===== src/rtl/ps2_pkg.sv =====
// Shared PS/2 definitions: host-transmit FSM states, common command bytes, parity helper.
package ps2_pkg;

  typedef enum logic [2:0] {
    StIdle     = 3'd0,
    StInhibit  = 3'd1,
    StRequest  = 3'd2,
    StShift    = 3'd3,
    StAck      = 3'd4,
    StWaitIdle = 3'd5
  } ps2_state_e;

  localparam logic [7:0] PS2_CMD_SET_LEDS = 8'hED;
  localparam logic [7:0] PS2_CMD_ENABLE   = 8'hF4;
  localparam logic [7:0] PS2_CMD_RESET    = 8'hFF;
  localparam logic [7:0] PS2_ACK          = 8'hFA;

  // PS/2 uses odd parity: data plus parity bit carry an odd number of ones.
  function automatic logic ps2_odd_parity(input logic [7:0] data);
    return ~^data;
  endfunction

endpackage


===== src/rtl/ps2_sync_edge.sv =====
// Two-flop synchronizers for the raw PS/2 clock and data lines plus a clock falling-edge strobe.
module ps2_sync_edge (
  input  logic clk,
  input  logic reset,
  input  logic i_ps2_clk,
  input  logic i_ps2_data,
  output logic o_clk_sync,
  output logic o_data_sync,
  output logic o_clk_fall
);

  logic r_clk_meta;
  logic r_clk_sync;
  logic r_clk_prev;
  logic r_data_meta;
  logic r_data_sync;

  always_ff @(posedge clk or posedge reset) begin
    if (reset) begin
      r_clk_meta  <= 1'b0;
      r_clk_sync  <= 1'b0;
      r_clk_prev  <= 1'b0;
      r_data_meta <= 1'b0;
      r_data_sync <= 1'b0;
    end else begin
      r_clk_meta  <= i_ps2_clk;
      r_clk_sync  <= r_clk_meta;
      r_clk_prev  <= r_clk_sync;
      r_data_meta <= i_ps2_data;
      r_data_sync <= r_data_meta;
    end
  end

  assign o_clk_sync  = r_clk_sync;
  assign o_data_sync = r_data_sync;
  assign o_clk_fall  = r_clk_prev & ~r_clk_sync;

endmodule


===== src/rtl/ps2_host_tx.sv =====
// PS/2 host-to-device transmitter: inhibit, request-to-send, shift 8 data + parity + stop, check ack.
module ps2_host_tx
  import ps2_pkg::*;
#(
  parameter int unsigned INHIBIT_CYCLES = 5000,
  parameter int unsigned TIMEOUT_CYCLES = 750000
) (
  input  logic       clk,
  input  logic       reset,
  input  logic       tx_start,
  input  logic [7:0] tx_data,
  input  logic       ps2_clk_in,
  input  logic       ps2_data_in,
  output logic       ps2_clk_oe,
  output logic       ps2_data_oe,
  output logic       busy,
  output logic       tx_done,
  output logic       tx_error
);

  localparam int unsigned    InhW     = (INHIBIT_CYCLES > 1) ? $clog2(INHIBIT_CYCLES) : 1;
  localparam logic [InhW-1:0] InhLast = InhW'(INHIBIT_CYCLES - 1);
  localparam logic [19:0]    ToLimit  = 20'(TIMEOUT_CYCLES);
  localparam logic [19:0]    ToMax    = 20'hF_FFFF;

  ps2_state_e      r_state, w_state_d;
  logic [InhW-1:0] r_inh_cnt, w_inh_cnt_d;
  logic [3:0]      r_edge_cnt, w_edge_cnt_d;
  logic [19:0]     r_to_cnt, w_to_cnt_d;
  logic [8:0]      r_shift, w_shift_d;
  logic            r_data_oe, w_data_oe_d;
  logic            r_tx_done, w_tx_done_d;
  logic            r_tx_error, w_tx_error_d;

  logic       w_clk_sync;
  logic       w_data_sync;
  logic       w_clk_fall;
  logic       w_active;
  logic       w_timeout;
  logic [3:0] w_edge_next;

  ps2_sync_edge u_sync (
    .clk         (clk),
    .reset       (reset),
    .i_ps2_clk   (ps2_clk_in),
    .i_ps2_data  (ps2_data_in),
    .o_clk_sync  (w_clk_sync),
    .o_data_sync (w_data_sync),
    .o_clk_fall  (w_clk_fall)
  );

  assign w_active    = (r_state == StRequest) || (r_state == StShift) || (r_state == StAck);
  assign w_timeout   = w_active && (r_to_cnt >= ToLimit);
  assign w_edge_next = r_edge_cnt + 4'd1;

  always_comb begin
    w_state_d    = r_state;
    w_inh_cnt_d  = r_inh_cnt;
    w_edge_cnt_d = r_edge_cnt;
    w_shift_d    = r_shift;
    w_data_oe_d  = r_data_oe;
    w_tx_done_d  = 1'b0;
    w_tx_error_d = 1'b0;

    if (w_active) begin
      w_to_cnt_d = (r_to_cnt == ToMax) ? r_to_cnt : r_to_cnt + 20'd1;
    end else begin
      w_to_cnt_d = '0;
    end

    unique case (r_state)
      StIdle: begin
        if (tx_start) begin
          w_shift_d   = {ps2_odd_parity(tx_data), tx_data};
          w_inh_cnt_d = '0;
          w_state_d   = StInhibit;
        end
      end
      StInhibit: begin
        if (r_inh_cnt == InhLast) begin
          w_edge_cnt_d = '0;
          w_state_d    = StRequest;
        end else begin
          w_inh_cnt_d = r_inh_cnt + 1'b1;
        end
      end
      StRequest: begin
        w_data_oe_d = 1'b1;
        w_state_d   = StShift;
      end
      StShift: begin
        // Edges 1..9 put out data LSB first then parity; edge 10 frees the line for stop.
        if (w_clk_fall) begin
          w_edge_cnt_d = w_edge_next;
          if (w_edge_next == 4'd10) begin
            w_data_oe_d = 1'b0;
            w_state_d   = StAck;
          end else begin
            w_data_oe_d = ~r_shift[0];
            w_shift_d   = {1'b0, r_shift[8:1]};
          end
        end
      end
      StAck: begin
        w_data_oe_d = 1'b0;
        if (w_clk_fall) begin
          w_edge_cnt_d = w_edge_next;
          w_tx_done_d  = ~w_data_sync;
          w_tx_error_d = w_data_sync;
          w_state_d    = StWaitIdle;
        end
      end
      StWaitIdle: begin
        w_data_oe_d = 1'b0;
        if (w_clk_sync && w_data_sync) begin
          w_state_d = StIdle;
        end
      end
      default: begin
        w_state_d = StIdle;
      end
    endcase

    if (w_timeout) begin
      w_data_oe_d  = 1'b0;
      w_tx_done_d  = 1'b0;
      w_tx_error_d = 1'b1;
      w_state_d    = StWaitIdle;
    end
  end

  always_ff @(posedge clk or posedge reset) begin
    if (reset) begin
      r_state    <= StIdle;
      r_inh_cnt  <= '0;
      r_edge_cnt <= '0;
      r_to_cnt   <= '0;
      r_shift    <= '0;
      r_data_oe  <= 1'b0;
      r_tx_done  <= 1'b0;
      r_tx_error <= 1'b0;
    end else begin
      r_state    <= w_state_d;
      r_inh_cnt  <= w_inh_cnt_d;
      r_edge_cnt <= w_edge_cnt_d;
      r_to_cnt   <= w_to_cnt_d;
      r_shift    <= w_shift_d;
      r_data_oe  <= w_data_oe_d;
      r_tx_done  <= w_tx_done_d;
      r_tx_error <= w_tx_error_d;
    end
  end

  // Line drives decode straight from state so an async reset frees the bus immediately.
  assign ps2_clk_oe  = (r_state == StInhibit);
  assign ps2_data_oe = ((r_state == StInhibit) && (r_inh_cnt == InhLast)) ||
                       (r_state == StRequest) ||
                       ((r_state == StShift) && r_data_oe);
  assign busy        = (r_state != StIdle);
  assign tx_done     = r_tx_done;
  assign tx_error    = r_tx_error;

endmodule


===== config.mk =====
export PLATFORM = sky130hd
export DESIGN_NAME = ps2_host_tx
export DESIGN_NICKNAME = d
export VERILOG_FILES = /design/src/rtl/ps2_pkg.sv /design/src/rtl/ps2_sync_edge.sv /design/src/rtl/ps2_host_tx.sv
export SDC_FILE = /design/constraint.sdc
export NUM_CORES = 1
export LEC_CHECK = 0
export BUFFER_PORTS_ARGS = -buffer_cell sky130_fd_sc_hd__buf_4
export CAP_MARGIN = 20
export CORE_MARGIN = 3
export CORE_UTILIZATION = 38
export CTS_BUF_LIST = sky130_fd_sc_hd__clkbuf_8
export DETAILED_ROUTE_END_ITERATION = 8
export SLEW_MARGIN = 20
export SYNTH_ARGS = -nofsm -noshare
export SYNTH_HDL_FRONTEND = slang
export SYNTH_SLANG_ARGS = --single-unit

===== constraint.sdc =====
create_clock -name clk -period 1.9 [get_ports clk]
set_input_delay 0.285 -clock clk [delete_from_list [all_inputs] [get_ports clk]]
set_output_delay 0.285 -clock clk [all_outputs]
set_load 0.01 [all_outputs]

==> impl_results.md, run 1 <==
* Status: complete, but fails checks
* Failing checks: setup timing
* Share of the synthesized area in the top cell type at 0.430
* Worst Hold Depth at 1
* Hold path startpoint: ps2_clk_in
* Clock-pin slew on the worst setup and hold paths at 70 ps
* Pre-antenna DRT Iters at 4
* Maximum vdd ir drop at 0.000366 V
* Met1 usage at 0.223
* Post-route ant nets at 0
* Final #Nets at 430
* DRT iter0 DRCs at just over 80
* GRT busiest layer: met2
* Worst reg-to-reg path cell count at 7
* Post-synth top flop: dfrtp_1
* Final non-filler cell total at 522
* Post-route minimum period at ~2000 ps
* Syn nets at 354
* Type of origin of the critical path: flip-flop
* Kind of critical path: flip-flop to output port
* Die ar. at 0.00988 mm^2
* Worst r2r src: r_inh_cnt[11]$_DFFE_PP0P_
* GRT overflow at 0
* Die Height at 99.4 um
* Input/output buffers at 17
* Worst-Margin Slew at 488 ps
* Die W at 99.4 um
* Vias at 2766
* Synth top area cells: dfrtp_1 (43%), xnor2_1 (5.5%), mux2_2 (5.4%)
* Vias in the first global route at 2806
* Relative slew slack at 0.674
* Pleak at 0.00181 uW
* Required @ worst endpoint at 1620 ps
* GRT met2 Usage at 0.262
* Register area share after synthesis at 0.430
* CORE AREA at 0.00834 mm^2
* Combinational power share at 0.040
* Critical Path Start: r_inh_cnt[11]$_DFFE_PP0P_
* Number of synthesized register bits at 57
* Gr usage total at 0.167
* CTS tree: done
* WL per Instance at between 10 and 15 um
* Yosys cell types at 65
* First-pass GRT wire length at 13.3 mm
* Post-Place Setup Slack at -48.6 ps
* CP Max Fanout at 2
* NetSw at 550 uW
* I/O pin cnt at 18
* Setup violators final at 9
* Worst Skew at between 10 and 15 ps
* Layout area overhead at 30.0%
* Detail Placement HPWL at 5.38 mm
* Tcrit/Tclk final at 1.06
* Net Sw Frac at 0.224
* Pins Over Slew Limit at 0
* Clock Sinks at 57
* Unrepaired setup endpoints after global routing: yes
* Post-synthesis cell count at 336
* Layout cells sized above 1 at 0.353
* Clock network fraction of total power at 0.460
* Routability congestion estimate at just under 0.9
* CTS Buf Count at 9
* Syn. warnings at 0
* Number of enable flip-flop cells after synthesis at 0
* Flop pwr share at 0.499
* Pint at between 1500 and 2000 uW
* Maximum clock rate at 0.494 GHz
* CTS root buffer: clkbuf_8
* DRC Markers at 0
* Global-route met3 utilization at 0.0414
* Hold WS at 47.8 ps
* Worst path arrival time at between 1500 and 2000 ps
* Netlist Area Pre-Place at 0.00331 mm^2
* # rows at 33
* Fraction of registers with async set/reset at 1.00
* Worst Slack Setup Final at -123 ps
* Initial antenna violation count at 0
* Synth area leader: dfrtp_1
* ANT cells at 0
* Post-DR vias/cell at 5.30
* Final hold violation count at 0
* Max-cap viol count at 0
* Post-synthesis average cell area at 9.86 um^2
* Filler cells at about 770
* Post-Route WL at 7.58 mm
* Placed insts at about 500
* Critical Path End Type: output port
* Largest net degree at the start of global routing at 37
* HP Class: input port to flip-flop
* Initial Util at 0.397
* Bufs on Longest Clock Path at 2
* Clk_lat worst skew at 340 ps
* Number of H-tree levels at 3
* Cell Pwr Density at 568 mW/mm^2
cells by family (layout without fill, tap and decap cells):
logic type	Yosys count	in the layout	share of synthesized area
compound gates	68	68	0.145
mux	19	19	0.0634
xor+xnor	26	26	0.0687
fa+ha+maj	5	5	0.0189
flops	57	57	0.430
buf+inv	25	106	0.0366
simple gates	136	136	0.237
cells in the mapped netlist, drive strengths merged, types with 5 or more instances:
master	count
nand2b	6
ha	5
buf	8
and4	5
or3	6
o21ai	22
nand4	11
and2	6
nand3	14
xor2	5
a211oi	6
mux2	16
dfrtp	57
clkbuf	5
and3	5
nor2	35
a21oi	13
nand2	24
inv	12
xnor2	21
per-stage QoR:
step / total power [uW] / TNS, ps / instance area, um^2 / utilization
after CTS: 2490 / -549 / 4180 / 0.501
after global placement: 1340 / 0 / 3870 / 0.464
after detailed placement: 1340 / -321 / 3870 / 0.464
after floorplan: 1300 / -29.8 / 3320 / -
after global routing: 2560 / -1830 / 4310 / 0.517
final: 2450 / -388 / 4310 / 0.517
layout make-up:
cell class	count	area, um^2	area share
Multi-Input combinational cell	254	1880	0.436
Clock buffer	10	138	0.0319
Sequential cell	57	1430	0.332
Timing Repair Buffer	78	628	0.146
Clock inverter	6	58.8	0.0136
Inverter	12	45.0	0.0104
Tap cell	105	131	0.0305
per-layer routing:
layer	vias to the layer above	share of wire
met5	-	0
met4	0	0.022
met3	17	0.034
met2	47	0.48
met1	1337	0.46
li1	1365	-
cells in the final DEF (no fill, tap or decap), drive strengths merged, types with 2 or more instances in the layout:
cell      count
clkbuf       10
nor2b         2
a311o         2
nor3          4
o21ai        22
or4           3
or2           2
ha            5
clkinvlp      2
buf          77
a21oi        13
o31ai         4
o21a          2
and2          6
a31oi         3
nor4          4
nand3b        2
a31o          4
or3           6
inv          13
nand3        14
xor2          5
mux2i         3
nor3b         2
nand2        24
mux2         16
nand2b        6
clkinv        2
a211oi        6
dfrtp        57
nand4        11
o22ai         2
and3          5
nor2         35
and4          5
xnor2        21
flip-flops by register name, summed over array words and instances (netlist names):
register,count
r_to_cnt,20
tx_done,1
u_sync.r_data_meta,1
r_state,3
u_sync.r_clk_meta,1
u_sync.r_clk_prev,1
tx_error,1
u_sync.o_data_sync,1
r_data_oe,1
r_shift,9
r_inh_cnt,13
r_edge_cnt,4
u_sync.o_clk_sync,1
critical path: stages, from the launching register on:
cell	delay, ps
dfrtp_1	380
or4_4	560
nor4_4	150
a21boi_1	90
nor2_1	90
buf_4	120
power by group through the flow:
stage	Combinational [uW]	Clock, uW	Sequential (uW)
2_1_floorplan	57.4	0	1240
3_3_place_gp	98.4	0	1250
3_5_place_dp	99.0	0	1250
4_1_cts	102	1170	1220
5_1_grt	112	1220	1220
6_report	98.8	1130	1220
timing repair:
| action | in CTS | in global routing |
|---|---|---|
| buffers inserted | 4 | 9 |
| endpoints found under the hold margin | 21 | 0 |
| hold buffers | 1 | 0 |
| resized for setup | 19 | 21 |
| pin swaps | 12 | 8 |
| setup endpoints to repair | 9 | 37 |
| cloned | 1 | 0 |
final timing paths:
check / to / slack [ps]
worst max-delay path: ps2_data_oe / -120
worst min-delay path: u_sync.r_clk_meta$_DFF_PP0_ / 50
worst max register to register: r_inh_cnt[9]$_DFFE_PP0P_ / -80
worst min register to register: u_sync.o_data_sync$_DFF_PP0_ / 360
max in group asynchronous: r_inh_cnt[1]$_DFFE_PP0P_ / 810
min in group asynchronous: r_to_cnt[2]$_DFFE_PP0P_ / 520
Note: power is estimated with default switching activity, not from simulation.
==> run 2, diff against run 1 <==
--- a/config.mk
+++ b/config.mk
@@ -11,6 +11,7 @@
 export CORE_UTILIZATION = 38
 export CTS_BUF_LIST = sky130_fd_sc_hd__clkbuf_8
 export DETAILED_ROUTE_END_ITERATION = 8
+export REMOVE_ABC_BUFFERS = 1
 export SLEW_MARGIN = 20
 export SYNTH_ARGS = -nofsm -noshare
 export SYNTH_HDL_FRONTEND = slang
==> run 2 against run 1 <==
Against the previous run:
- the run still ends with setup timing left
- utilization is 1.2 points lower
- non-clock buffer count is 14 lower
- highest routed layer unchanged
- global-route usage is 1.2 points lower
- first-iteration DRC count is 8.4% lower
- worst setup slack better by 11 ps
- power is 5.8% lower
- clock skew is 1.9 ps lower
- die area stayed put
- final area is 2.3% lower
- sequential cell count stayed put
- critical path type unchanged
- sequential power hardly changed
==> impl_results.md, run 2 (same netlist as run 1, synthesis figures left out) <==
* Tcrit/Tclk final at 1.06 (about the same)
* Post-route ant nets at 0 (unchanged)
* Worst stage delay on the critical path at 560 ps (about the same)
* Final #Nets at 416 (was 430)
* # rows at 33 (unchanged)
* Post-layout instance area at 0.00421 mm^2 (was 0.00431 mm^2)
* Initial Util at 0.397 (unchanged)
* Pre-antenna DRT Iters at 4 (unchanged)
* DP Area at 0.00381 mm^2 (was 0.00387 mm^2)
* CP cell instances: or4_4 -> nor4_4 -> a21boi_1 -> nor2_1 -> buf_4 (unchanged)
* Worst Slack Setup Final at -111 ps (was -123 ps)
* CORE AREA at 0.00834 mm^2 (unchanged)
* Setup TNS at -247 ps (was -388 ps)
* Die ar. at 0.00988 mm^2 (unchanged)
* WL per Instance at 14.5 um (about the same)
* Post-DR vias/cell at 5.29 (was 5.30)
* Clock-pin slew on the worst setup and hold paths at 70 ps (about the same)
* Hold Buf Count CTS at 0 (was 1)
* Type of origin of the critical path: flip-flop (unchanged)
* ANT cells at 0 (unchanged)
* I/O pin cnt at 18 (unchanged)
* Worst reg-to-reg path cell count at 6 (was 7)
* Failing checks: setup timing (unchanged)
* Maximum clock rate at 0.497 GHz (was 0.494 GHz)
* Largest register FFs at 20 (unchanged)
* Bufs on Longest Clock Path at 2 (unchanged)
* Largest net degree at the start of global routing at 58 (was 37)
* Layout area overhead at 27.0% (was 30.0%)
* Routability congestion estimate at 0.850 (was 0.893)
* Detail Placement HPWL at 5.18 mm (was 5.38 mm)
* CTS Buf Count at 9 (unchanged)
* Largest regs: r_to_cnt (20), r_inh_cnt (13), r_shift (9) (unchanged)
* Hold WS at 14.9 ps (was 47.8 ps)
* Clock Sinks at 57 (unchanged)
* Post-route minimum period at 2010 ps (was 2020 ps)
* CP Max Fanout at 2 (unchanged)
* Pins Over Slew Limit at 0 (unchanged)
* Filler cells at 788 (was 769)
* Layout cells sized above 1 at 0.330 (was 0.353)
* Number of H-tree levels at 3 (unchanged)
* Clk_lat worst skew at 330 ps (was 340 ps)
* FF/Latch Area at 0.00143 mm^2 (unchanged)
* HP Class: input port to async pin (was input port to flip-flop)
* Worst-Margin Slew at 393 ps (was 488 ps)
* DRC Markers at 0 (unchanged)
* Worst path arrival time at 1730 ps (was 1740 ps)
* Gr usage total at 0.155 (was 0.167)
* Post-Route WL at 7.37 mm (was 7.58 mm)
* Commonest non-fill, non-tap cells in the layout: buf_4 (58), dfrtp_1 (54), nor2_1 (35) (was buf_4 (71), dfrtp_1 (54), nor2_1 (35))
* Final non-filler cell total at 508 (was 522)
* GRT overflow at 0 (unchanged)
* Final hold violation count at 0 (unchanged)
* Worst Skew at 8.41 ps (was 10.3 ps)
* Initial antenna violation count at 0 (unchanged)
* Biggest register: r_to_cnt (unchanged)
* Cell Pwr Density at 548 mW/mm^2 (was 568 mW/mm^2)
* Die W at 99.4 um (unchanged)
* Input/output buffers at 17 (unchanged)
* Kind of critical path: flip-flop to output port (unchanged)
* CTS tree: done (unchanged)
* DRT iter0 DRCs at 76 (was 83)
* Max-cap viol count at 0 (unchanged)
* Required @ worst endpoint at 1620 ps (about the same)
* Unrepaired setup endpoints after global routing: yes (unchanged)
* Setup violators final at 5 (was 9)
* Placed insts at 484 (was 491)
* Maximum vdd ir drop at 0.000338 V (was 0.000366 V)
* Critical Path End Type: output port (unchanged)
* First-pass GRT wire length at 12.4 mm (was 13.3 mm)
* Slowest cell on crit path: or4_4 (unchanged)
* Vias in the first global route at 2583 (was 2806)
* Multi-input logic area at 0.00191 mm^2 (was 0.00188 mm^2)
* Vias at 2686 (was 2766)
* CTS root buffer: clkbuf_8 (unchanged)
* Relative slew slack at 0.731 (was 0.674)
* Commonest non-fill, non-tap cell in the layout: buf_4 (unchanged)
* Pleak at 0.00175 uW (was 0.00181 uW)
* Status: complete, but fails checks (unchanged)
* Die Height at 99.4 um (unchanged)
==> run 2: cell count changes in the layout (fill, tap and decap cells not counted), moves of 2 or more <==
cell / previous run / this run
clkinvlp_4: 2 / 0
buf_4: 71 / 58
ha_4: 0 / 2
a21oi_1: 8 / 10
a21oi_2: 5 / 2
==> run 2: final timing paths <==
path | start | to | slack (ps)
setup / recovery | r_inh_cnt[11]$_DFFE_PP0P_ | ps2_data_oe | -110
hold / removal | reset | r_to_cnt[1]$_DFFE_PP0P_ | 10
setup reg to reg | r_inh_cnt[11]$_DFFE_PP0P_ | r_edge_cnt[0]$_DFFE_PP0P_ | -60
hold reg to reg | u_sync.r_data_meta$_DFF_PP0_ | u_sync.o_data_sync$_DFF_PP0_ | 370
max in group asynchronous | reset | r_edge_cnt[0]$_DFFE_PP0P_ | 1620
min in group clk | ps2_data_in | u_sync.r_data_meta$_DFF_PP0_ | 70
==> run 2: final cells by class <==
type                            count  area share
Sequential cell                    57       0.340
Timing Repair Buffer               64       0.124
Clock inverter                      5     0.00535
Multi-Input combinational cell    254       0.453
Inverter                           12      0.0107
Tap cell                          105      0.0312
Clock buffer                       11      0.0360
==> run 2: routing by layer <==
| metal | part of all wire | GRT usage | routed length (um) |
|---|---|---|---|
| met4 | 0.012 | 0.0473 | 89 |
| met3 | 0.026 | 0.0379 | 188 |
| met2 | 0.48 | 0.251 | 3520 |
| met1 | 0.48 | 0.205 | 3570 |
| met5 | 0 | 0 | 0 |
==> run 2: power by group <==
part | internal, uW | total [uW] | switching (uW) | leakage [uW]
clock | 528 | 985 | 457 | 0.000101
sequential | 1220 | 1220 | 4.31 | 0.000734
combinational | 48.0 | 98.0 | 50.0 | 0.000914
total | 1800 | 2310 | 511 | 0.00175
==> run 2: critical path: cells and delay by family, from the launching register on <==
family	cells	cell delay [ps]
AO/OA/AOI/OAI	1	90
flip-flops	1	380
buffers and inverters	1	130
AND/OR/NAND/NOR	3	800
==> run 2: stage by stage <==
stage	util	power, uW	setup WS, ps
finish	0.505	2310	-111
global route	0.505	2410	-208
CTS	0.488	2360	-127
detailed placement	0.457	1350	-95.8
global placement	0.457	1340	-13.4
floorplan	-	1300	-83.6
==> run 2: repair_timing <==
action,4_1_cts,5_1_grt
setup buffers,2,5
setup endpoints to repair,9,37
gates cloned,1,0
gates resized for setup,16,28
pin swaps,8,7
